[src/rtl/zx_mem_pager_if.sv]
// Bus bundle between the Z80 CPU side and the memory pager.
// Latency: none; this is only a grouping of nets.
// Backpressure: none; the Z80 bus has no stall path through this bundle.
//
// Ports (master = CPU/bus side, slave = pager):
//   A, D, nM1, nMREQ, nIORQ, nRD, nWR : CPU bus, driven by the master
//   ram_addr, rom_addr, sel_rom, sel_trdos, ram_we, vid_page,
//   pager_q, locked                    : memory-array controls, driven by the pager
interface zx_mem_pager_if #(
    parameter int PAGE_BITS = 3
);
    logic [15:0]             A;
    logic [7:0]              D;
    logic                    nM1;
    logic                    nMREQ;
    logic                    nIORQ;
    logic                    nRD;
    logic                    nWR;

    logic [13+PAGE_BITS:0]   ram_addr;
    logic [14:0]             rom_addr;
    logic                    sel_rom;
    logic                    sel_trdos;
    logic                    ram_we;
    logic [2:0]              vid_page;
    logic [7:0]              pager_q;
    logic                    locked;

    modport master (
        output A, D, nM1, nMREQ, nIORQ, nRD, nWR,
        input  ram_addr, rom_addr, sel_rom, sel_trdos, ram_we, vid_page, pager_q, locked
    );

    modport slave (
        input  A, D, nM1, nMREQ, nIORQ, nRD, nWR,
        output ram_addr, rom_addr, sel_rom, sel_trdos, ram_we, vid_page, pager_q, locked
    );
endinterface

[src/rtl/zx_mem_pager.sv]
// ZX-Spectrum 128k..1024k memory pager: port-7FFD register, TR-DOS shadow ROM, address map.
// Latency: address/select/we outputs are combinational; pager_q and TR-DOS state update on the CLOCK edge.
// Backpressure: none; the CPU bus is never stalled, each I/O bus cycle writes the register at most once.
//
// Ports:
//   CLOCK    : CPU clock, all state changes on its rising edge
//   RESET_N  : synchronous active-low reset, priority over every other update
//   bus      : zx_mem_pager_if.slave - CPU bus in, RAM/ROM address and selects out
module zx_mem_pager #(
    parameter int PAGE_BITS   = 3,
    parameter bit FULL_DECODE = 1'b0,
    parameter bit TRDOS_EN    = 1'b1
) (
    input  logic           CLOCK,
    input  logic           RESET_N,
    zx_mem_pager_if.slave  bus
);

    typedef enum logic {
        TR_OFF = 1'b0,
        TR_ON  = 1'b1
    } tr_state_t;

    tr_state_t              r_tr_state;
    tr_state_t              w_tr_next;

    logic [7:0]             r_pager;
    logic                   r_wr_seen;

    logic                   w_iow;
    logic                   w_port_hit;
    logic                   w_locked;
    logic                   w_port_wr;
    logic                   w_fetch;
    logic                   w_rom_sel;
    logic                   w_entry_now;
    logic                   w_exit_now;
    logic [PAGE_BITS-1:0]   w_sel_page;
    logic [PAGE_BITS-1:0]   w_page;

    // ------------------------------------------------------------------
    // Port 7FFD write qualification
    // ------------------------------------------------------------------
    assign w_iow = !bus.nIORQ && !bus.nWR && bus.nRD && bus.nM1;

    generate
        if (FULL_DECODE) begin : g_full_decode
            assign w_port_hit = (bus.A == 16'h7FFD);
        end else begin : g_part_decode
            assign w_port_hit = !bus.A[15] && !bus.A[1];
        end
    endgenerate

    // With 6 page bits D5 is a page-number bit, so it cannot double as the lock.
    generate
        if (PAGE_BITS < 6) begin : g_lock
            assign w_locked = r_pager[5];
        end else begin : g_nolock
            assign w_locked = 1'b0;
        end
    endgenerate

    // Only the first cycle of an I/O write counts, so wait states cannot
    // re-sample D and write twice.
    assign w_port_wr = w_iow && !r_wr_seen && w_port_hit && !w_locked;

    always_ff @(posedge CLOCK) begin
        if (!RESET_N) begin
            r_pager   <= 8'h00;
            r_wr_seen <= 1'b0;
        end else begin
            r_wr_seen <= w_iow;
            if (w_port_wr) begin
                r_pager <= bus.D;
            end
        end
    end

    // ------------------------------------------------------------------
    // Page number: low three bits, then Pentagon extension bits D6, D7, D5
    // ------------------------------------------------------------------
    always_comb begin
        w_sel_page = '0;
        for (int i = 0; i < PAGE_BITS; i++) begin
            case (i)
                0, 1, 2: w_sel_page[i] = r_pager[i];
                3:       w_sel_page[i] = r_pager[6];
                4:       w_sel_page[i] = r_pager[7];
                default: w_sel_page[i] = r_pager[5];
            endcase
        end
    end

    always_comb begin
        w_page = '0;
        case (bus.A[15:14])
            2'b00:   w_page = '0;
            2'b01:   w_page = PAGE_BITS'(5);
            2'b10:   w_page = PAGE_BITS'(2);
            default: w_page = w_sel_page;
        endcase
    end

    assign w_rom_sel = r_pager[4];

    // ------------------------------------------------------------------
    // TR-DOS shadow ROM state
    // ------------------------------------------------------------------
    // Interrupt acknowledge has nMREQ high, so it never counts as a fetch.
    assign w_fetch     = !bus.nM1 && !bus.nMREQ;
    assign w_entry_now = TRDOS_EN && w_fetch && (bus.A[15:8] == 8'h3D) && w_rom_sel;
    assign w_exit_now  = w_fetch && (bus.A[15:14] != 2'b00);

    always_ff @(posedge CLOCK) begin
        if (!RESET_N) begin
            r_tr_state <= TR_OFF;
        end else begin
            r_tr_state <= w_tr_next;
        end
    end

    // Dropping rom_sel while ON does not leave; only a fetch above 3FFF does.
    always_comb begin
        w_tr_next = r_tr_state;
        case (r_tr_state)
            TR_OFF:  if (w_entry_now) w_tr_next = TR_ON;
            TR_ON:   if (w_exit_now)  w_tr_next = TR_OFF;
            default: w_tr_next = TR_OFF;
        endcase
    end

    // ------------------------------------------------------------------
    // Outputs
    // ------------------------------------------------------------------
    assign bus.ram_addr  = {w_page, bus.A[13:0]};
    assign bus.rom_addr  = {w_rom_sel, bus.A[13:0]};
    assign bus.sel_rom   = (bus.A[15:14] == 2'b00);
    // The entry fetch itself must already read the TR-DOS ROM.
    assign bus.sel_trdos = (r_tr_state == TR_ON) || w_entry_now;
    assign bus.ram_we    = !bus.nMREQ && !bus.nWR && (bus.A[15:14] != 2'b00);
    assign bus.vid_page  = r_pager[3] ? 3'd7 : 3'd5;
    assign bus.pager_q   = r_pager;
    assign bus.locked    = w_locked;

endmodule

[src/flat_wrapper.sv]
// flat-port wrapper written by rule: the top's interface ports become plain ports
module zx_mem_pager_flat 
#(
    parameter int PAGE_BITS   = 3,
    parameter bit FULL_DECODE = 1'b0,
    parameter bit TRDOS_EN    = 1'b1
)
  (CLOCK, RESET_N, bus_A, bus_D, bus_nM1, bus_nMREQ, bus_nIORQ, bus_nRD, bus_nWR, bus_ram_addr, bus_rom_addr, bus_sel_rom, bus_sel_trdos, bus_ram_we, bus_vid_page, bus_pager_q, bus_locked);
  zx_mem_pager_if #(.PAGE_BITS(PAGE_BITS)) bus_i ();
  input  logic CLOCK;
  input  logic RESET_N;
  input wire logic [$bits(bus_i.A)-1:0] bus_A;
  input wire logic [$bits(bus_i.D)-1:0] bus_D;
  input wire logic [$bits(bus_i.nM1)-1:0] bus_nM1;
  input wire logic [$bits(bus_i.nMREQ)-1:0] bus_nMREQ;
  input wire logic [$bits(bus_i.nIORQ)-1:0] bus_nIORQ;
  input wire logic [$bits(bus_i.nRD)-1:0] bus_nRD;
  input wire logic [$bits(bus_i.nWR)-1:0] bus_nWR;
  output wire logic [$bits(bus_i.ram_addr)-1:0] bus_ram_addr;
  output wire logic [$bits(bus_i.rom_addr)-1:0] bus_rom_addr;
  output wire logic [$bits(bus_i.sel_rom)-1:0] bus_sel_rom;
  output wire logic [$bits(bus_i.sel_trdos)-1:0] bus_sel_trdos;
  output wire logic [$bits(bus_i.ram_we)-1:0] bus_ram_we;
  output wire logic [$bits(bus_i.vid_page)-1:0] bus_vid_page;
  output wire logic [$bits(bus_i.pager_q)-1:0] bus_pager_q;
  output wire logic [$bits(bus_i.locked)-1:0] bus_locked;
  assign bus_i.A = bus_A;
  assign bus_i.D = bus_D;
  assign bus_i.nM1 = bus_nM1;
  assign bus_i.nMREQ = bus_nMREQ;
  assign bus_i.nIORQ = bus_nIORQ;
  assign bus_i.nRD = bus_nRD;
  assign bus_i.nWR = bus_nWR;
  assign bus_ram_addr = bus_i.ram_addr;
  assign bus_rom_addr = bus_i.rom_addr;
  assign bus_sel_rom = bus_i.sel_rom;
  assign bus_sel_trdos = bus_i.sel_trdos;
  assign bus_ram_we = bus_i.ram_we;
  assign bus_vid_page = bus_i.vid_page;
  assign bus_pager_q = bus_i.pager_q;
  assign bus_locked = bus_i.locked;
  zx_mem_pager #(.PAGE_BITS(PAGE_BITS), .FULL_DECODE(FULL_DECODE), .TRDOS_EN(TRDOS_EN)) u_core (.CLOCK(CLOCK), .RESET_N(RESET_N), .bus(bus_i));
endmodule
[config.mk]
export PLATFORM = sky130hd
export DESIGN_NAME = zx_mem_pager_flat
export DESIGN_NICKNAME = d
export VERILOG_FILES = /design/src/rtl/zx_mem_pager_if.sv /design/src/rtl/zx_mem_pager.sv /design/src/flat_wrapper.sv
export SDC_FILE = /design/constraint.sdc
export NUM_CORES = 1
export LEC_CHECK = 0
export BUFFER_PORTS_ARGS = -buffer_cell sky130_fd_sc_hd__buf_2
export CAP_MARGIN = 10
export CORE_ASPECT_RATIO = 1.4
export CORE_MARGIN = 1
export CORE_UTILIZATION = 34
export DETAILED_ROUTE_END_ITERATION = 8
export PLACE_DENSITY = 0.79
export SLEW_MARGIN = 20
export SYNTH_ARGS = -nofsm -noshare
export SYNTH_HDL_FRONTEND = slang
export SYNTH_SLANG_ARGS = --single-unit
[constraint.sdc]
create_clock -name CLOCK -period 2 [get_ports CLOCK]
set_clock_uncertainty 0.05 [all_clocks]
set_input_delay 0.1 -clock CLOCK [delete_from_list [all_inputs] [get_ports CLOCK]]
set_output_delay 0.1 -clock CLOCK [all_outputs]
set_load 0.005 [all_outputs]
Word-level counts from Yosys, hierarchy flattened
Cells that the tools add are included.
- output and inout bits: 47
- register bits after elaboration: 10
- logic and storage cells: 36
- reductions and logical operators: 24
- equality and inequality tests: 3
- bitwise gates (word level): 1
- mux-type cells: 5
- operators by type and width (kind ; count):
    1-bit logical AND ; 13
    3-bit one-hot mux with 3 select lines ; 1
    8-bit by 6-bit == test with 1-bit output, second input constant ; 1
    1-bit logical NOT ; 8
    2-bit by 1-bit == test with 1-bit output, second input constant ; 1
    2-bit == test, second input constant ; 1
    2-bit logical NOT ; 1
    1-bit 2-to-1 mux ; 2
    2-bit 2-to-1 mux ; 1
    1-bit one-hot mux with 2 select lines ; 1
    2-bit nonzero test ; 1
    1-bit logical OR ; 1
    1-bit inverter ; 1

Depth between registers and ports, before layout
- word-level depth: 7
- depth in mapped cells: 4

Worst setup path before layout
No wires, ideal clock.
- path type: register -> register
- from: reg u_core.r_pager[5], in the netlist u_core.bus.pager_q[5]
- to: reg u_core.r_pager[0], in the netlist u_core.bus.pager_q[0]
- arrival time: 1509 ps
- library setup time: 72 ps
- cell stages (with the launch flop): 4
- path slack: 369 ps
- cells stage by stage: dfxtp_1 or4_4 nor4_4 mux2i_1
- longest elaborated chain between the ends: 2
- ends and longest elaborated chain (element ; line ; text):
    from (decl) ; zx_mem_pager.sv:27 ; logic [7:0] r_pager;
    from (signal assigned) ; zx_mem_pager.sv:74 ; r_pager <= bus.D;
    1-bit logical NOT ; zx_mem_pager.sv:65 ; assign w_port_wr = w_iow && !r_wr_seen && w_port_hit && !w_locked;
    1-bit logical AND ; zx_mem_pager.sv:65 ;
No other way between the ends.
A chain may end at the register's enable or synchronous reset.

Final worst setup path
- from: reg u_core.r_pager[5], in the netlist u_core.bus.pager_q[5]
- to: reg u_core.r_pager[3], in the netlist u_core.bus.pager_q[3]
Same word-level chain as after synthesis.

==> impl_metrics.env <==
export IMPL_die_w_um=41.12
export IMPL_nFillCells=220
export IMPL_setup_tns_ns=0
export IMPL_regToRegEndpoint="u_core.bus.pager_q[3]"
export IMPL_clock_sinks=10
export IMPL_synth_seq_area_share_pct=27.49
export IMPL_clock_latency_ns=0.25
export IMPL_gp_congestion=0.7021
export IMPL_power_density_nw_per_um2=548.2
export IMPL_postCtsResizedCells=0
export IMPL_finalHoldViolations=0
export IMPL_rows=19
export IMPL_ys_warn_count=0
export IMPL_core_area_um2=1997
export IMPL_antenna_found_initial=0
export IMPL_area_growth_pct=13.57
export IMPL_cts_tree="yes"
export IMPL_grt_pass1_vias=532
export IMPL_layout_commonest_cell="buf_2"
export IMPL_ir_worst_vdd_mv=0.3275
export IMPL_setup_violations=0
export IMPL_worstPathRequired_ns=2.14
export IMPL_die_area_um2=2334
export IMPL_drv_cap=0
export IMPL_fin_crit_ns=1.537
export IMPL_viasPerCell=4.560
export IMPL_clockBufferDepth=2
export IMPL_yosys_area_top_type_share_pct=34.02
export IMPL_grt_max_degree=19
export IMPL_rrSetupSlack_ns=0.46
export IMPL_synthesis_area_um2=728.2
export IMPL_initial_core_util_pct=36.47
export IMPL_hpwl_um=1144
export IMPL_grt_remaining_overflow=0
export IMPL_p_leak_nw=0.4322
export IMPL_wirelength_um=1331
export IMPL_whs_endpoint="u_core.r_wr_seen"
export IMPL_numCtsBuffers=3
export IMPL_power_mw=0.4534
export IMPL_slowest_delay_ns=0.55
export IMPL_maxSlewViolCount=0
export IMPL_htree_levels=1
export IMPL_status="complete, no violations"
export IMPL_yosys_register_bits=10
export IMPL_critPathMaxFanout=8
export IMPL_drc=0
export IMPL_dpl_worst_slack_ns=0.4615
export IMPL_final_nets=145
export IMPL_hold_path_class="in2reg"
export IMPL_min_period_over_period_pct=76.86
export IMPL_dieHeight_um=56.76
export IMPL_critPathKind="reg2reg"
export IMPL_avgSynthCellArea_um2=8.370
export IMPL_synth_area_top_cells="buf_4, dfxtp_1, mux2i_1, nand2_1, a21boi_0"
export IMPL_r2r_start="u_core.bus.pager_q[5]"
export IMPL_rsz0062_at_grt="no"
export IMPL_synth_largest_area_cell="buf_4"
export IMPL_wl_per_cell_um=9.933
export IMPL_fmax_ghz=0.6505
export IMPL_clk_pin_slew_ns=0.07
export IMPL_min_from="bus_nWR"
export IMPL_whs_path_depth=2
export IMPL_clk_root_buffer_cell="clkbuf_4"
export IMPL_ios=78
export IMPL_post_dp_cell_area_um2=780.7
export IMPL_vias=611
export IMPL_ant_nets=0
export IMPL_drt_iter0_drc=5
export IMPL_crit_chain="or4_4 -> nor4_4 -> buf_4 -> mux2i_1"
export IMPL_grtUsageTotal_pct=11.92
export IMPL_crit_slowest_cell="or4_4"
export IMPL_rr_worst_depth=4
export IMPL_syn_inst=87
export IMPL_cp_end_kind="flop"
export IMPL_drive_above_1_share_pct=53.98
export IMPL_dr_pass1_iters=3
export IMPL_port_buffers=54
export IMPL_worstPathArrival_ns=1.67
export IMPL_num_antenna_cells=0
export IMPL_crit_start="u_core.bus.pager_q[5]"
export IMPL_synth_cell_types=21
export IMPL_holdWs_ns=0.02224
export IMPL_startpoint_type="flop"
export IMPL_grt_pass1_wl_um=1973
export IMPL_layout_common_cells="buf_2, nand2_1, dfxtp_1"
export IMPL_stdcell_area_um2=827.0
export IMPL_setup_ws_ns=0.4628
[final cells by class]
class	instances	area, µm²	area share, %
Inverter	3	11.26	1.362
Sequential cell	10	200.2	24.21
Clock buffer	4	36.28	4.387
Multi-Input combinational cell	40	265.3	32.07
Tap cell	21	26.28	3.177
Timing Repair Buffer	56	287.8	34.80
[sequential cells by signal, indices dropped and copies added (netlist names)]
| signal | cells |
|---|---|
| u_core.r_tr_state | 1 |
| u_core.bus.pager_q | 8 |
| u_core.r_wr_seen | 1 |
[per-layer routing]
metal	vias to the layer above	track usage (%)	wire, µm
met5	-	0	0
met4	0	6.912	18
met3	4	2.372	172
met2	42	21.43	655
met1	260	11.00	485
li1	305	-	-
[kinds of logic (layout without fill, tap and decap cells)]
family,after synthesis,count (layout),share of synthesized area [%]
simple gates,24,24,18.21
compound gates,7,7,7.561
flops,10,10,27.49
mux,7,7,9.622
buf+inv,38,63,36.60
other cells,1,2,0.5150
[repair_timing]
action	in CTS	in global routing
setup buffers	0	0
hold buffers	1	0
endpoints found under the hold margin	1	0
setup endpoints to repair	0	0
[cells in the mapped netlist (all sizes together)]
library cell / n
nand2: 15
mux2i: 7
nor2: 1
nor3: 1
nor4b: 1
nand3b: 1
inv: 3
a21o: 1
dfxtp: 10
and2: 1
nor4: 2
o31a: 1
conb: 1
nand4: 1
clkbuf: 2
or4: 1
a21boi: 3
o21a: 1
a22o: 1
buf: 33
[power breakdown]
part           switching (mW)  internal [mW]
registers            0.000908          0.201
clock network          0.0655          0.110
logic                  0.0359         0.0404
[metrics by stage]
step / utilization [%] / std cells
after floorplan: - / 88
after global placement: 39.10 / 129
after detailed placement: 39.10 / 129
after CTS: 41.42 / 134
after global routing: 41.42 / 134
final: 41.42 / 134
[worst max-delay path, delay by kind of cell (launching register included)]
kind / cells / cell delay, ns
buffers and inverters: 1 / 0.21
DFF: 1 / 0.33
muxes: 1 / 0.19
and+or+nand+nor: 2 / 0.69
[worst max path at each step]
stage / endpoint
after CTS: u_core.bus.pager_q[7]
final: u_core.bus.pager_q[3]
after floorplan: u_core.bus.pager_q[0]
after global placement: u_core.bus.pager_q[6]
after detailed placement: u_core.bus.pager_q[7]
after global routing: u_core.bus.pager_q[6]
Power figures use the tool's default switching activity.
